$ cat src/rtl/fp_alu_cmd_issuer.sv
// fp_alu_cmd_issuer: queues tagged FP commands, issues them one at a time to a
// single fp_alu over its start/done handshake, and returns result, flags and
// tag in command order. A WAIT that outlives TIMEOUT_CYCLES is closed with a
// qNaN result and the timeout flag so a hung ALU cannot stall the queue.
module fp_alu_cmd_issuer #(
    parameter int FIFO_DEPTH     = 4,
    parameter int TAG_W          = 4,
    parameter int TIMEOUT_CYCLES = 64
) (
    input  logic             clk,
    input  logic             rst,
    input  logic             cmd_valid,
    output logic             cmd_ready,
    input  logic [1:0]       cmd_op,
    input  logic [31:0]      cmd_a,
    input  logic [31:0]      cmd_b,
    input  logic [TAG_W-1:0] cmd_tag,
    output logic [31:0]      alu_operand_a,
    output logic [31:0]      alu_operand_b,
    output logic [1:0]       alu_operation,
    output logic             alu_start,
    input  logic [31:0]      alu_result,
    input  logic             alu_done,
    input  logic             alu_overflow,
    input  logic             alu_underflow,
    input  logic             alu_invalid,
    output logic             rsp_valid,
    input  logic             rsp_ready,
    output logic [31:0]      rsp_result,
    output logic [3:0]       rsp_flags,
    output logic [TAG_W-1:0] rsp_tag,
    output logic             busy
);

    localparam int PTR_W = (FIFO_DEPTH > 1) ? $clog2(FIFO_DEPTH) : 1;
    localparam int CNT_W = PTR_W + 1;
    localparam logic [15:0] TMO_LAST = 16'(TIMEOUT_CYCLES - 1);
    localparam logic [31:0] QNAN     = 32'h7FC0_0000;

    typedef struct packed {
        logic [1:0]       op;
        logic [31:0]      a;
        logic [31:0]      b;
        logic [TAG_W-1:0] tag;
    } entry_t;

    typedef enum logic [1:0] {
        S_IDLE  = 2'd0,
        S_ISSUE = 2'd1,
        S_WAIT  = 2'd2,
        S_RESP  = 2'd3
    } state_t;

    // ------------------------------------------------------------------
    // Command FIFO
    // ------------------------------------------------------------------
    entry_t             fifo_mem [FIFO_DEPTH];
    logic [PTR_W-1:0]   wr_ptr_q;
    logic [PTR_W-1:0]   rd_ptr_q;
    logic [CNT_W-1:0]   count_q;
    logic               full;
    logic               push;
    logic               pop;
    entry_t             cmd_entry;
    entry_t             head;

    assign full      = (count_q == CNT_W'(FIFO_DEPTH));
    assign cmd_ready = !full;
    assign push      = cmd_valid && cmd_ready;
    assign cmd_entry = '{op: cmd_op, a: cmd_a, b: cmd_b, tag: cmd_tag};
    assign head      = fifo_mem[rd_ptr_q];

    // Storage array: no reset, contents are only meaningful below count_q.
    always_ff @(posedge clk) begin
        if (push) begin
            fifo_mem[wr_ptr_q] <= cmd_entry;
        end
    end

    // Pointers wrap naturally since FIFO_DEPTH is a power of two; a push and
    // a pop in the same cycle leave the occupancy unchanged.
    always_ff @(posedge clk) begin
        if (rst) begin
            wr_ptr_q <= '0;
            rd_ptr_q <= '0;
            count_q  <= '0;
        end else begin
            if (push) begin
                wr_ptr_q <= wr_ptr_q + PTR_W'(1);
            end
            if (pop) begin
                rd_ptr_q <= rd_ptr_q + PTR_W'(1);
            end
            case ({push, pop})
                2'b10:   count_q <= count_q + CNT_W'(1);
                2'b01:   count_q <= count_q - CNT_W'(1);
                default: count_q <= count_q;
            endcase
        end
    end

    // ------------------------------------------------------------------
    // Issue FSM
    // ------------------------------------------------------------------
    state_t             state_q;
    state_t             state_d;
    logic               tmo_clr;
    logic               tmo_inc;
    logic               cap_done;
    logic               cap_tmo;
    logic [15:0]        tmo_q;

    // State register.
    always_ff @(posedge clk) begin
        if (rst) begin
            state_q <= S_IDLE;
        end else begin
            state_q <= state_d;
        end
    end

    // Next state and datapath strobes. Done is only looked at in WAIT, so a
    // level-style done left over from the previous command is never taken
    // in the ISSUE cycle. Done wins over timeout on the last WAIT cycle.
    always_comb begin
        state_d  = state_q;
        pop      = 1'b0;
        tmo_clr  = 1'b0;
        tmo_inc  = 1'b0;
        cap_done = 1'b0;
        cap_tmo  = 1'b0;
        case (state_q)
            S_IDLE: begin
                if (count_q != '0) begin
                    pop     = 1'b1;
                    state_d = S_ISSUE;
                end
            end
            S_ISSUE: begin
                tmo_clr = 1'b1;
                state_d = S_WAIT;
            end
            S_WAIT: begin
                if (alu_done) begin
                    cap_done = 1'b1;
                    state_d  = S_RESP;
                end else if (tmo_q == TMO_LAST) begin
                    cap_tmo = 1'b1;
                    state_d = S_RESP;
                end else begin
                    tmo_inc = 1'b1;
                end
            end
            S_RESP: begin
                if (rsp_ready) begin
                    state_d = S_IDLE;
                end
            end
            default: state_d = S_IDLE;
        endcase
    end

    // ------------------------------------------------------------------
    // Operand, timeout and response registers
    // ------------------------------------------------------------------
    logic [31:0]        op_a_q;
    logic [31:0]        op_b_q;
    logic [1:0]         op_sel_q;
    logic [TAG_W-1:0]   tag_q;
    logic [31:0]        rsp_result_q;
    logic [3:0]         rsp_flags_q;
    logic [TAG_W-1:0]   rsp_tag_q;

    // Operands load on pop and then hold through ISSUE/WAIT and while idle;
    // the response is latched once on leaving WAIT and held until accepted.
    always_ff @(posedge clk) begin
        if (rst) begin
            op_a_q       <= '0;
            op_b_q       <= '0;
            op_sel_q     <= '0;
            tag_q        <= '0;
            tmo_q        <= '0;
            rsp_result_q <= '0;
            rsp_flags_q  <= '0;
            rsp_tag_q    <= '0;
        end else begin
            if (pop) begin
                op_a_q   <= head.a;
                op_b_q   <= head.b;
                op_sel_q <= head.op;
                tag_q    <= head.tag;
            end
            if (tmo_clr) begin
                tmo_q <= '0;
            end else if (tmo_inc) begin
                tmo_q <= tmo_q + 16'd1;
            end
            if (cap_done) begin
                rsp_result_q <= alu_result;
                rsp_flags_q  <= {1'b0, alu_invalid, alu_underflow, alu_overflow};
                rsp_tag_q    <= tag_q;
            end else if (cap_tmo) begin
                rsp_result_q <= QNAN;
                rsp_flags_q  <= 4'b1000;
                rsp_tag_q    <= tag_q;
            end
        end
    end

    assign alu_operand_a = op_a_q;
    assign alu_operand_b = op_b_q;
    assign alu_operation = op_sel_q;
    assign alu_start     = (state_q == S_ISSUE);
    assign rsp_valid     = (state_q == S_RESP);
    assign rsp_result    = rsp_result_q;
    assign rsp_flags     = rsp_flags_q;
    assign rsp_tag       = rsp_tag_q;
    assign busy          = (count_q != '0) || (state_q != S_IDLE);

endmodule
$ cat config.mk
export PLATFORM = sky130hd
export DESIGN_NAME = fp_alu_cmd_issuer
export DESIGN_NICKNAME = d
export VERILOG_FILES = /design/src/rtl/fp_alu_cmd_issuer.sv
export SDC_FILE = /design/constraint.sdc
export NUM_CORES = 1
export LEC_CHECK = 0
export BUFFER_PORTS_ARGS = -buffer_cell sky130_fd_sc_hd__buf_2
export CAP_MARGIN = 10
export CORE_MARGIN = 3
export CORE_UTILIZATION = 40
export CTS_CLUSTER_DIAMETER = 200
export DETAILED_ROUTE_END_ITERATION = 6
export SKIP_LAST_GASP = 1
export SLEW_MARGIN = 25
export SYNTH_ARGS = -nofsm -noshare
export SYNTH_HDL_FRONTEND = slang
export SYNTH_SLANG_ARGS = --single-unit
$ cat constraint.sdc
create_clock -name clk -period 3.6 [get_ports clk]
set_input_delay 0.18 -clock clk [delete_from_list [all_inputs] [get_ports clk]]
set_output_delay 0.18 -clock clk [all_outputs]
set_load 0.05 [all_outputs]
# Yosys cells after proc, flatten, opt, wreduce, memory -nomap -nowiden
# Memories as Yosys holds them, arrays and structs flattened. A register that Yosys moved wholly into a read port is not among the register bits.
# Index checks and enable logic that the tools add are counted.
# classes
addsub	5
mux	25
n_eq_ne	10
n_reduce_logical	11
# ops
operator	n
2-to-1 mux 32 bit	2
adder 16 x 1 -> 16 bit, second input constant	1
== test 16 x 6 -> 1 bit, second input constant	1
2-to-1 mux 1 bit	13
2-to-1 mux 2 bit	4
2-to-1 mux 4 bit	2
one-hot mux 2 bit (4 select lines)	1
== test 2 bit, second input constant	3
2-to-1 mux 3 bit	2
one-hot mux 3 bit (2 select lines)	1
nonzero test 2 bit	3
adder 2 x 1 -> 2 bit, second input constant	2
== test 2 x 1 -> 1 bit, second input constant	2
OR reduction 2 bit	2
adder 3 x 1 -> 3 bit, second input constant	1
== test 3 bit, second input constant	1
inequality test 3 bit, second input constant	1
AND reduction 3 bit	1
nonzero test 3 bit	1
subtractor 3 x 1 -> 3 bit, second input constant	1
zero test 2 bit	1
inequality test 2 x 1 -> 1 bit, second input constant	1
inequality test 2 bit, second input constant	1
logical AND 1 bit	1
other kinds (2)	2
# word_totals
ramBits	280
ff_bits	65
inputBits	110
output_inout_bits	110
mem_count	1
# memory_table
name	words	width	rd	rd_clocked_by_memory_dff	wr	line	source
fifo_mem	4	70	1	1	1	57	entry_t fifo_mem [FIFO_DEPTH];

# Depth between registers and ports, before layout
# logic_depth
depth_word	6
depth_mapped	11
depth_no_buf	10

# Least setup slack after synthesis
# Ideal clock, no wire load.
# synth_timing
path_type	register to register
startpoint	register count_q[0]
endpoint	memory fifo_mem[0][0] in the netlist's numbering, enable pin
stages_incl_launch_ff	3
required_time_ps	3164
setup_time_ps	436
slack_ps	520
arrival_time_ps	2644
path_cell_list	dfxtp_1 -> or3b_1 -> and3_1
# synth_via
elab_chain_cells	5
# synth_lines
item	line	source
start, declared	60	logic [CNT_W-1:0] count_q;
start signal, assigned	95	2'b10: count_q <= count_q + CNT_W'(1);
start signal, assigned	96	2'b01: count_q <= count_q - CNT_W'(1);
start signal, assigned	97	default: count_q <= count_q;
== test 3 bit	67	assign full = (count_q == CNT_W'(FIFO_DEPTH));
zero test 1 bit	68	assign cmd_ready = !full;
named net cmd_ready	13	output logic cmd_ready,
logical AND 1 bit	69	assign push = cmd_valid && cmd_ready;
2-to-1 mux 1 bit	75	if (push) begin
2-to-1 mux 1 bit (implied by the code)	76	fifo_mem[wr_ptr_q] <= cmd_entry;
end, declared	57	
# The timed path passes the listed nets, and every way through them passes these cells.

# Worst setup path after layout
# layout_timing
startpoint	register count_q[2]
endpoint	register count_q[2]
# layout_via
elab_chain_cells	5
elab_cells_between_ends	12
cone_classes	add/sub (2); eq/ne (3); mux (3); reduce/logical (4)
# layout_lines
item	line	source
nonzero test 3 bit or == test 3 bit (tied branches)	134, 67	
2-to-1 mux 1 bit or zero test 1 bit (tied branches)	134, 68	
2-to-1 mux 1 bit or logical AND 1 bit (tied branches)	132, 69	
== test 2 x 1 -> 1 bit or == test 2 bit (tied branches)	94	case ({push, pop})
one-hot mux 3 bit (2 select lines) or nonzero test 2 bit (tied branches)	n/a	
# Several ways; a longest one is shown, not always the timed one.
# A chain may end at the register's enable or synchronous reset.

==> results.py <==
metrics = {
    "place": {
        "place_ws_ns": 1.12,
        "post-place-cells": 1703,
        "gp_congestion": 0.747,
        "hpwl_um": 20400,
        "portBuffers": 219,
        "place_area_um2": 17100,
    },
    "floorplan": {
        "start_util_pct": 40.8,
        "fp.dieH_um": 202,
        "die_area_um2": 41000,
        "io_pins": 220,
        "rows": 71,
        "core_region_area_um2": 37800,
        "die_x_um": 202,
    },
    "worst_setup_path": {
        "arrival_ns": 2.97,
        "cp.required_ns": 4.07,
        "crit_path_start_kind": "flip-flop",
        "critPathSlowestCell": "or3b_1",
        "crit_type": "reg -> reg",
        "path_cells": "or3b_1 -> and2_1 -> inv_1 -> ha_1 -> inv_1 -> fa_1 -> xor2_1 -> or3_1 -> a21oi_1",
        "crit_path_frequent_cell": "inv_1",
        "r2r_start": "count_q[2]$_SDFFE_PP0P_",
        "endpoint_kind": "flip-flop",
        "crit_start": "count_q[2]$_SDFFE_PP0P_",
        "critical-path-max-stage-delay_ns": 0.48,
        "crit_fanout": 6,
    },
    "sta": {
        "rsz0062_at_grt": "no",
        "finalCritPeriodShare_pct": 69.4,
        "tns_ns": 0,
        "fin_crit_ns": 2.50,
        "slew_violations": 0,
        "setup_ws_ns": 1.10,
        "worstMarginPinSlew_ns": 0.938,
        "skew_ns": 0.0180,
        "slew_headroom_pct": 37.5,
        "max_freq_mhz": 400,
        "hold_viol_final": 0,
        "finalSetupViolCount": 0,
    },
    "drt": {
        "firstDrtPassIters": 4,
        "vias": 9483,
        "wl_per_cell_um": 18.4,
        "drc": 0,
        "vias_per_cell": 5.02,
        "routed_wl_um": 34700,
        "antenna_left": 0,
        "first_iter_violations": 516,
    },
    "synth": {
        "ys_types": 48,
        "async_reset_ff_share_pct": 0,
        "synth_seq_area_share_pct": 72.0,
        "yosys_warnings": 0,
        "ys.flop_type": "edfxtp_1",
        "post_synth.cell_area_avg_um2": 15.1,
        "synth_cells": 1019,
        "syn_nets": 1141,
        "synth-edff-count": 280,
        "ys_ff_latch": 415,
        "synth.cell_area_um2": 15400,
    },
    "clock_network": {
        "h-tree-depth": 2,
        "clk_latency_ns": 0.56,
        "cts_buffers": 43,
        "clockRootBuffer": "clkbuf_16",
        "clk_pin_slew_ns": 0.06,
        "clock-sinks": 415,
        "cts_tree": "yes",
        "clock_path_buffers": 3,
    },
    "global_routing": {
        "gr-usage-met3_pct": 3.43,
        "grt_util_met2_pct": 28.8,
        "grt_max_degree": 73,
        "grt_pass1_vias": 9727,
        "grt_use_total_pct": 17.0,
        "grt_overflow": 0,
        "grt_pass1_wl_um": 54900,
        "top_usage_layer": "met2",
        "use_met1_pct": 22.5,
        "antenna_found_initial": 3,
    },
    "cells_and_area": {
        "post_route_cells_drive_above_1_share_pct": 28.0,
        "stdcell_area_um2": 19500,
        "stdcell_count": 1890,
        "finalNetCount": 1464,
        "area_delta_synth_final_pct": 26.3,
    },
    "outcome": {
        "outcome": "complete, no violations",
    },
    "run": {
        "cap_violations": 0,
    },
    "min_path": {
        "worstHoldStart": "rsp_ready",
        "hp-class": "in -> reg",
    },
    "power_and_ir_drop": {
        "leakage_nw": 6.95,
        "power_density_nw_per_um2": 755,
        "peakVddDrop_mv": 0.669,
    },
}
[flip-flops by register name (all words and copies together) (netlist names), 3 cells and up]
register and cells:
alu_operand_a 32, tag_q 4, count_q 3, rsp_tag 4
fifo_mem 280, rsp_flags 4, tmo_q 16, rsp_result 32
alu_operand_b 32
[per-stage QoR]
stage / power [mW] / util, % / hold WS, ns
after global placement: 10.6 / 45.2 / 0.394
after global routing: 15.5 / 51.5 / 0.134
after CTS: 14.9 / 51.5 / 0.0647
after detailed placement: 10.6 / 45.2 / 0.398
final: 14.7 / 51.5 / 0.0990
after floorplan: 9.40 / - / 0.279
[cell usage after synthesis (4+ instances only)]
cell type / instances / area [µm²]
or3_1: 9 / 56.3
clkbuf_1: 46 / 173
nand2_1: 186 / 698
edfxtp_1: 280 / 8410
o21ai_0: 9 / 45.0
ha_1: 11 / 138
mux4_2: 70 / 1580
a31oi_1: 4 / 25.0
a211oi_1: 6 / 45.0
and2_1: 4 / 25.0
mux2i_1: 4 / 40.0
nand3_1: 4 / 20.0
o211ai_1: 27 / 203
a21oi_1: 113 / 566
nand2b_1: 11 / 68.8
inv_1: 11 / 41.3
and3_1: 6 / 37.5
o31ai_1: 4 / 30.0
nor2_1: 26 / 97.6
buf_2: 10 / 50.1
nor3_1: 4 / 20.0
dfxtp_1: 135 / 2700
[cells by family after synthesis]
family | synth area share (%)
XOR/XNOR | 0.341
multiplexers | 10.5
adder cells (fa/ha/maj) | 1.02
buffers and inverters | 2.03
AO/OA/AOI/OAI | 6.33
flip-flops | 72.0
AND/OR/NAND/NOR | 7.81
[layout by cell type (no fill, tap or decap), drive strengths merged, types with 2 or more instances in the layout]
| cell | n |
|---|---|
| o31ai | 5 |
| a211oi | 6 |
| o211ai | 27 |
| and3 | 6 |
| dlygate4sd3 | 105 |
| nor2 | 26 |
| and2 | 4 |
| nand3 | 5 |
| diode | 3 |
| o21ai | 10 |
| or4 | 3 |
| dfxtp | 135 |
| mux2i | 4 |
| ha | 11 |
| buf | 234 |
| edfxtp | 280 |
| mux4 | 70 |
| nand2b | 11 |
| clkbuf | 50 |
| nand2 | 187 |
| and4 | 3 |
| xor2 | 3 |
| nand4 | 3 |
| xnor2 | 3 |
| bufinv | 2 |
| nor3 | 4 |
| inv | 13 |
| clkinv | 25 |
| nor4 | 2 |
| or3 | 9 |
| a21oi | 114 |
| a31oi | 4 |
[timing repair]
action | CTS | global route
hold buffers | 105 | 0
setup buffers | 0 | 0
endpoints found under the hold margin | 315 | 0
gates resized for setup | 0 | 0
[worst max-delay path: cells and delay by family (launching register included)]
family                     cells  cell delay (ns)
and+or+nand+nor                3             1.02
adders and majority gates      2             0.55
DFF                            1             0.42
buffers and inverters          2             0.15
xor gates and xnor gates       1             0.15
AOI/OAI and AO/OA              1             0.14
[routing by layer]
| metal | vias up | part of all wire [%] |
|---|---|---|
| li1 | 4477 | - |
| met2 | 249 | 49 |
| met3 | 42 | 5.2 |
| met1 | 4715 | 44 |
| met4 | 0 | 2.0 |
| met5 | - | 0 |
[area by class of cell]
class                           count  area [µm²]
Antenna cell                        3        7.51
Clock buffer                       50        1100
Clock inverter                     29         220
Fill cell                        3273       18400
Inverter                           12        45.0
Multi-Input combinational cell    531        4040
Sequential cell                   415       11100
Tap cell                          511         639
Timing Repair Buffer              339        2310
[power by group]
| group | internal (mW) | switching [mW] |
|---|---|---|
| clock | 2.35 | 1.80 |
| sequential | 5.89 | 0.401 |
| combinational | 1.30 | 2.97 |
[worst paths after layout]
check / end / slack, ns / depth (start not counted)
worst max-delay path: count_q[2]$_SDFFE_PP0P_ / 1.10 / 9
worst min-delay path: state_q[1]$_SDFFE_PP0P_ / 0.1 / 5
worst max register to register: count_q[2]$_SDFFE_PP0P_ / 1.10 / 9
worst min register to register: alu_operand_a[7]$_SDFFE_PP0P_ / 0.45 / 2
Note: power is estimated with default switching activity, not from simulation.
